### config.mk
export PLATFORM = sky130hd
export DESIGN_NAME = flow_seq_ctrl
export DESIGN_NICKNAME = d
export VERILOG_FILES = /design/src/rtl/flow_seq_ctrl.sv
export SDC_FILE = /design/constraint.sdc
export NUM_CORES = 1
export LEC_CHECK = 0
export CORE_AREA = 2 2 50 52
export CTS_CLUSTER_DIAMETER = 150
export DETAILED_ROUTE_END_ITERATION = 8
export DIE_AREA = 0 0 52 54
export GPL_TIMING_DRIVEN = 0
export SETUP_SLACK_MARGIN = 0.3
export SKIP_LAST_GASP = 1
export SLEW_MARGIN = 20
export SYNTH_ARGS = -nofsm -noshare
export SYNTH_HDL_FRONTEND = slang
export SYNTH_SLANG_ARGS = --single-unit
### constraint.sdc
create_clock -name clk -period 1.3 [get_ports clk]
set_input_delay 0.13 -clock clk [delete_from_list [all_inputs] [get_ports clk]]
set_output_delay 0.13 -clock clk [all_outputs]
set_load 0.05 [all_outputs]
### src/rtl/flow_seq_ctrl.sv
// Control-flow sequencer: runs the stack push/pop and PC-redirect sequences
// for interrupt entry, RET and RTI while freezing fetch.
module flow_seq_ctrl #(
    parameter int unsigned DRAIN_CYCLES = 2
) (
    input  logic       clk,
    input  logic       rst,
    input  logic       int_req,
    input  logic       ret_dec,
    input  logic       rti_dec,
    input  logic       hold,
    output logic       busy,
    output logic [1:0] seq_count,
    output logic       stall_if,
    output logic       flush_if_id,
    output logic       push,
    output logic       pop,
    output logic       stk_sel,
    output logic       pc_load,
    output logic [1:0] pc_src,
    output logic       flags_restore,
    output logic       int_ack
);

    typedef enum logic [2:0] {
        ST_IDLE   = 3'd0,
        ST_DRAIN  = 3'd1,
        ST_I_PC   = 3'd2,
        ST_I_FLG  = 3'd3,
        ST_I_VEC  = 3'd4,
        ST_R_POPF = 3'd5,
        ST_R_POPP = 3'd6,
        ST_R_LOAD = 3'd7
    } state_t;

    localparam logic [2:0] DRAIN_INIT = 3'(DRAIN_CYCLES);

    state_t     state_r;
    state_t     next_state_s;
    logic [2:0] drain_cnt_r;
    logic [2:0] drain_cnt_nxt_s;
    logic       int_pending_r;
    logic       is_rti_r;
    logic       start_int_s;
    logic       start_rti_s;
    logic       start_ret_s;
    logic       strobe_en_s;

    // Side-effect strobes are suppressed while the pipeline is held.
    assign strobe_en_s = ~hold;

    // State, drain counter, pending-interrupt and RET/RTI flag registers.
    always_ff @(posedge clk) begin
        if (rst) begin
            state_r       <= ST_IDLE;
            drain_cnt_r   <= 3'd0;
            int_pending_r <= 1'b0;
            is_rti_r      <= 1'b0;
        end else begin
            state_r     <= next_state_s;
            drain_cnt_r <= drain_cnt_nxt_s;
            if (start_int_s) begin
                int_pending_r <= 1'b0;
            end else if (int_req) begin
                int_pending_r <= 1'b1;
            end else begin
                int_pending_r <= int_pending_r;
            end
            if (start_rti_s) begin
                is_rti_r <= 1'b1;
            end else if (start_ret_s) begin
                is_rti_r <= 1'b0;
            end else begin
                is_rti_r <= is_rti_r;
            end
        end
    end

    // Next-state selection; hold freezes every non-idle state in place.
    always_comb begin
        next_state_s    = state_r;
        drain_cnt_nxt_s = drain_cnt_r;
        start_int_s     = 1'b0;
        start_rti_s     = 1'b0;
        start_ret_s     = 1'b0;
        case (state_r)
            ST_IDLE: begin
                if (hold) begin
                    next_state_s = ST_IDLE;
                end else if (rti_dec) begin
                    start_rti_s  = 1'b1;
                    next_state_s = ST_R_POPF;
                end else if (ret_dec) begin
                    start_ret_s  = 1'b1;
                    next_state_s = ST_R_POPP;
                end else if (int_req || int_pending_r) begin
                    start_int_s = 1'b1;
                    if (DRAIN_INIT == 3'd0) begin
                        next_state_s = ST_I_PC;
                    end else begin
                        next_state_s    = ST_DRAIN;
                        drain_cnt_nxt_s = DRAIN_INIT;
                    end
                end else begin
                    next_state_s = ST_IDLE;
                end
            end
            ST_DRAIN: begin
                if (hold) begin
                    next_state_s = ST_DRAIN;
                end else if (drain_cnt_r <= 3'd1) begin
                    next_state_s    = ST_I_PC;
                    drain_cnt_nxt_s = 3'd0;
                end else begin
                    drain_cnt_nxt_s = drain_cnt_r - 3'd1;
                end
            end
            ST_I_PC:   next_state_s = hold ? ST_I_PC   : ST_I_FLG;
            ST_I_FLG:  next_state_s = hold ? ST_I_FLG  : ST_I_VEC;
            ST_I_VEC:  next_state_s = hold ? ST_I_VEC  : ST_IDLE;
            ST_R_POPF: next_state_s = hold ? ST_R_POPF : ST_R_POPP;
            ST_R_POPP: next_state_s = hold ? ST_R_POPP : ST_R_LOAD;
            ST_R_LOAD: next_state_s = hold ? ST_R_LOAD : ST_IDLE;
            default:   next_state_s = ST_IDLE;
        endcase
    end

    // Output decode from the state register; only strobes see hold.
    always_comb begin
        busy          = 1'b0;
        seq_count     = 2'd0;
        stall_if      = 1'b0;
        flush_if_id   = 1'b0;
        push          = 1'b0;
        pop           = 1'b0;
        stk_sel       = 1'b0;
        pc_load       = 1'b0;
        pc_src        = 2'b00;
        flags_restore = 1'b0;
        int_ack       = 1'b0;
        case (state_r)
            ST_IDLE: begin
                busy = 1'b0;
            end
            ST_DRAIN: begin
                busy     = 1'b1;
                stall_if = 1'b1;
            end
            ST_I_PC: begin
                busy      = 1'b1;
                stall_if  = 1'b1;
                seq_count = 2'd1;
                push      = strobe_en_s;
                stk_sel   = 1'b0;
            end
            ST_I_FLG: begin
                busy      = 1'b1;
                stall_if  = 1'b1;
                seq_count = 2'd2;
                push      = strobe_en_s;
                stk_sel   = 1'b1;
            end
            ST_I_VEC: begin
                busy        = 1'b1;
                stall_if    = 1'b1;
                seq_count   = 2'd3;
                pc_load     = strobe_en_s;
                pc_src      = 2'b01;
                flush_if_id = 1'b1;
                int_ack     = strobe_en_s;
            end
            ST_R_POPF: begin
                busy          = 1'b1;
                stall_if      = 1'b1;
                seq_count     = 2'd1;
                pop           = strobe_en_s;
                stk_sel       = 1'b1;
                flags_restore = strobe_en_s;
            end
            ST_R_POPP: begin
                busy      = 1'b1;
                stall_if  = 1'b1;
                seq_count = is_rti_r ? 2'd2 : 2'd1;
                pop       = strobe_en_s;
                stk_sel   = 1'b0;
            end
            ST_R_LOAD: begin
                busy        = 1'b1;
                stall_if    = 1'b1;
                seq_count   = is_rti_r ? 2'd3 : 2'd2;
                pc_load     = strobe_en_s;
                pc_src      = 2'b10;
                flush_if_id = 1'b1;
            end
            default: begin
                busy = 1'b0;
            end
        endcase
    end

endmodule
==> results.py <==
metrics = {
    "status": {
        "status": "complete, but fails checks",
        "violations": "setup timing",
    },
    "sta": {
        "hold_viol": 0,
        "worst_pin_slew_ns": 0.527,
        "slew_headroom_pct": 64.9,
        "max_freq_mhz": 703,
        "grt_setup_unrepaired": "yes",
        "drv_slew": 0,
        "setup_violations": 14,
        "period_needed_ns": 1.42,
        "clock_skew_ns": 0.00132,
        "period_share_pct": 109,
        "fin_ws_ns": -0.122,
    },
    "route": {
        "vias_per_cell": 4.83,
        "wl_per_cell_um": 13.6,
        "routed_wirelength_um": 2110,
        "vias": 748,
        "drt_iter0_markers": 7,
        "drt_pass1_iterations": 2,
        "drc": 0,
        "final_antenna_net_count": 0,
    },
    "pwr": {
        "p_per_area_nw_per_um2": 907,
        "power_leakage_nw": 0.557,
        "p_int_mw": 0.759,
        "switching_share_pct": 42.7,
        "p_total_mw": 1.32,
        "p_clk_share_pct": 14.9,
        "irDropWorstVdd_v": 0.000602,
        "switching_power_mw": 0.566,
        "seqPwrFrac_pct": 22.5,
        "power_frac_comb_pct": 62.6,
    },
    "floorplan": {
        "coreArea_um2": 2320,
        "initial_core_util_pct": 28.0,
        "die_area_um2": 2810,
        "die_x_um": 52,
        "rows": 18,
        "die_h_um": 54,
        "io_pins": 19,
    },
    "finish": {
        "nets": 135,
        "drive_gt1_share_pct": 72.0,
        "stdcell_count": 155,
        "multiInputGateArea_um2": 683,
        "nFillCells": 193,
        "final_util_pct": 63.0,
        "antenna_cells": 0,
        "ff_latch_area_um2": 176,
        "syn_to_final_growth_pct": 125,
    },
    "yosys": {
        "synth_top_flop_cell": "dfxtp_1",
        "synth_fa_ha_area_share_pct": 3.85,
        "syn-cell-area_um2": 649,
        "synth-seq-area-share_pct": 24.7,
        "synthSimpleGateAreaFrac_pct": 24.5,
        "yosys_warnings": 0,
        "synth.distinct_cells": 40,
        "ys_ff_latch": 8,
        "synth.net_count": 89,
        "synth.top_cell.area_share_pct": 24.7,
        "synthCells": 81,
        "async_flop_share_pct": 0,
        "synthXorXnorAreaFrac_pct": 2.70,
        "synth_compound_area_share_pct": 29.5,
        "synth.avg_cell_area_um2": 8.02,
        "synth_top_family_by_area": "compound AO/OA/AOI/OAI gates",
        "synth_top_area_cell": "dfxtp_1",
        "ys_top_cells_by_area": "dfxtp_1 25%, nor2_1 6.4%, inv_1 4.0%",
        "synth_edf_count": 0,
        "synth.mux.area_fraction_pct": 3.28,
    },
    "placement": {
        "dp.cells": 128,
        "post-place-ws_ns": -1.14,
        "hpwl_um": 1330,
        "portBuffers": 17,
        "gp_congestion": 0.685,
    },
    "grt": {
        "overflow": 0,
        "grtUsageTotal_pct": 15.5,
        "grt_start_max_net_pins": 11,
        "first_global_vias": 689,
        "antenna_found_initial": 0,
        "grt_pass1_wl_um": 3230,
    },
    "worst_setup_path": {
        "path_class": "reg -> out",
        "critical_path_peak_fanout": 6,
        "end_kind": "output port",
        "required_ns": 1.17,
        "start_kind": "flip-flop",
        "cp.arrival_ns": 1.29,
    },
    "cts": {
        "htree_levels": 1,
        "numCtsBuffers": 3,
        "cts.sinks": 8,
        "cts_tree": "done",
        "clockBufferDepth": 2,
        "clk_latency_ns": 0.25,
        "clkTransAtPathRegs_ns": 0.06,
        "postCtsHoldBufs": 0,
        "clock-root-buffer": "clkbuf_4",
    },
    "flow_run": {
        "drv_cap": 0,
    },
    "worst_hold_path": {
        "hp-class": "in -> reg",
    },
}
==> per-layer routing <==
layer	vias up	global-route usage, %	routed length (µm)
li1	381	-	-
met1	350	20.3	921
met2	15	26.2	1100
met3	2	1.67	68
met4	0	5.70	20
met5	-	0	0
==> cells in the mapped netlist (2+ instances only) <==
library cell and instances:
a211oi_1 3, a21oi_1 5, buf_4 2, buf_6 2, dfxtp_1 8, ha_1 2
inv_1 7, nand2_1 4, nor2_1 11, nor3_1 2, o21ai_0 4, o21bai_1 2
xnor2_1 2
==> state kept, by name, indices dropped and copies added, names as in the netlist <==
register       flops
is_rti_r           1
drain_cnt_r        3
int_pending_r      1
state_r            3
==> kinds of logic (layout without fill, tap and decap cells) <==
logic type,after synthesis,count (layout)
mux,2,2
xor+xnor,2,2
simple gates,27,27
flops,8,8
fa+ha+maj,2,2
compound gates,26,26
buf+inv,14,58
==> layout by cell type, fill, tap and decap left out, types with 3 or more instances in the layout <==
cell / count
nand2_4: 3
a21oi_1: 4
nor2_4: 3
clkbuf_4: 3
buf_12: 3
clkdlybuf4s50_1: 3
nor2_1: 7
dfxtp_4: 4
nor3_4: 3
buf_4: 18
dfxtp_1: 3
inv_1: 4
buf_6: 15
==> worst paths after layout <==
kind                       start              to  slack, ns  cells past startpoint
setup / recovery      state_r[0]    seq_count[1]      -0.12                      4
hold reg to reg   drain_cnt_r[0]  drain_cnt_r[0]       0.50                      1
hold / removal               rst        is_rti_r       0.30                      2
setup reg to reg  drain_cnt_r[1]  drain_cnt_r[2]      -0.10                      6
==> worst max-delay path: stages, from the launching register on <==
cell and delay [ns]:
dfxtp_4 0.39, buf_12 0.14, clkinvlp_4 0.17, a21boi_4 0.17
buf_6 0.17
==> final cells by class <==
cell class | count | area share [%]
well taps | 30 | 2.57
multi-input cells | 59 | 46.7
clock buffers | 3 | 1.54
flip-flops and latches | 8 | 12.1
repair buffers | 41 | 27.6
plain buffers | 6 | 5.82
inverters | 8 | 3.68
==> power by group through the flow <==
stage                     clock, mW  combinational [mW]  sequential (mW)
final                         0.197               0.829            0.299
after floorplan                   0               0.461            0.292
after CTS                     0.203               0.794            0.298
after detailed placement          0               0.602            0.296
after global routing          0.216               0.874            0.302
after global placement            0               0.597            0.295
==> what timing repair did <==
item | 4_1_cts | 5_1_grt
setup endpoints to repair | 21 | 21
pin swaps | 15 | 6
gates cloned | 1 | 0
buffers inserted | 19 | 4
resized for setup | 127 | 10
==> per-stage QoR <==
stage	hold WS [ns]	cell area [µm²]	setup TNS, ns
3_3_place_gp	0.524	1020	-11.10
6_report	0.298	1460	-0.999
4_1_cts	0.314	1380	-1.04
2_1_floorplan	0.270	816	-0.0274
5_1_grt	0.350	1460	-2.04
3_5_place_dp	0.525	1020	-11.35
Power figures use the tool's default switching activity.
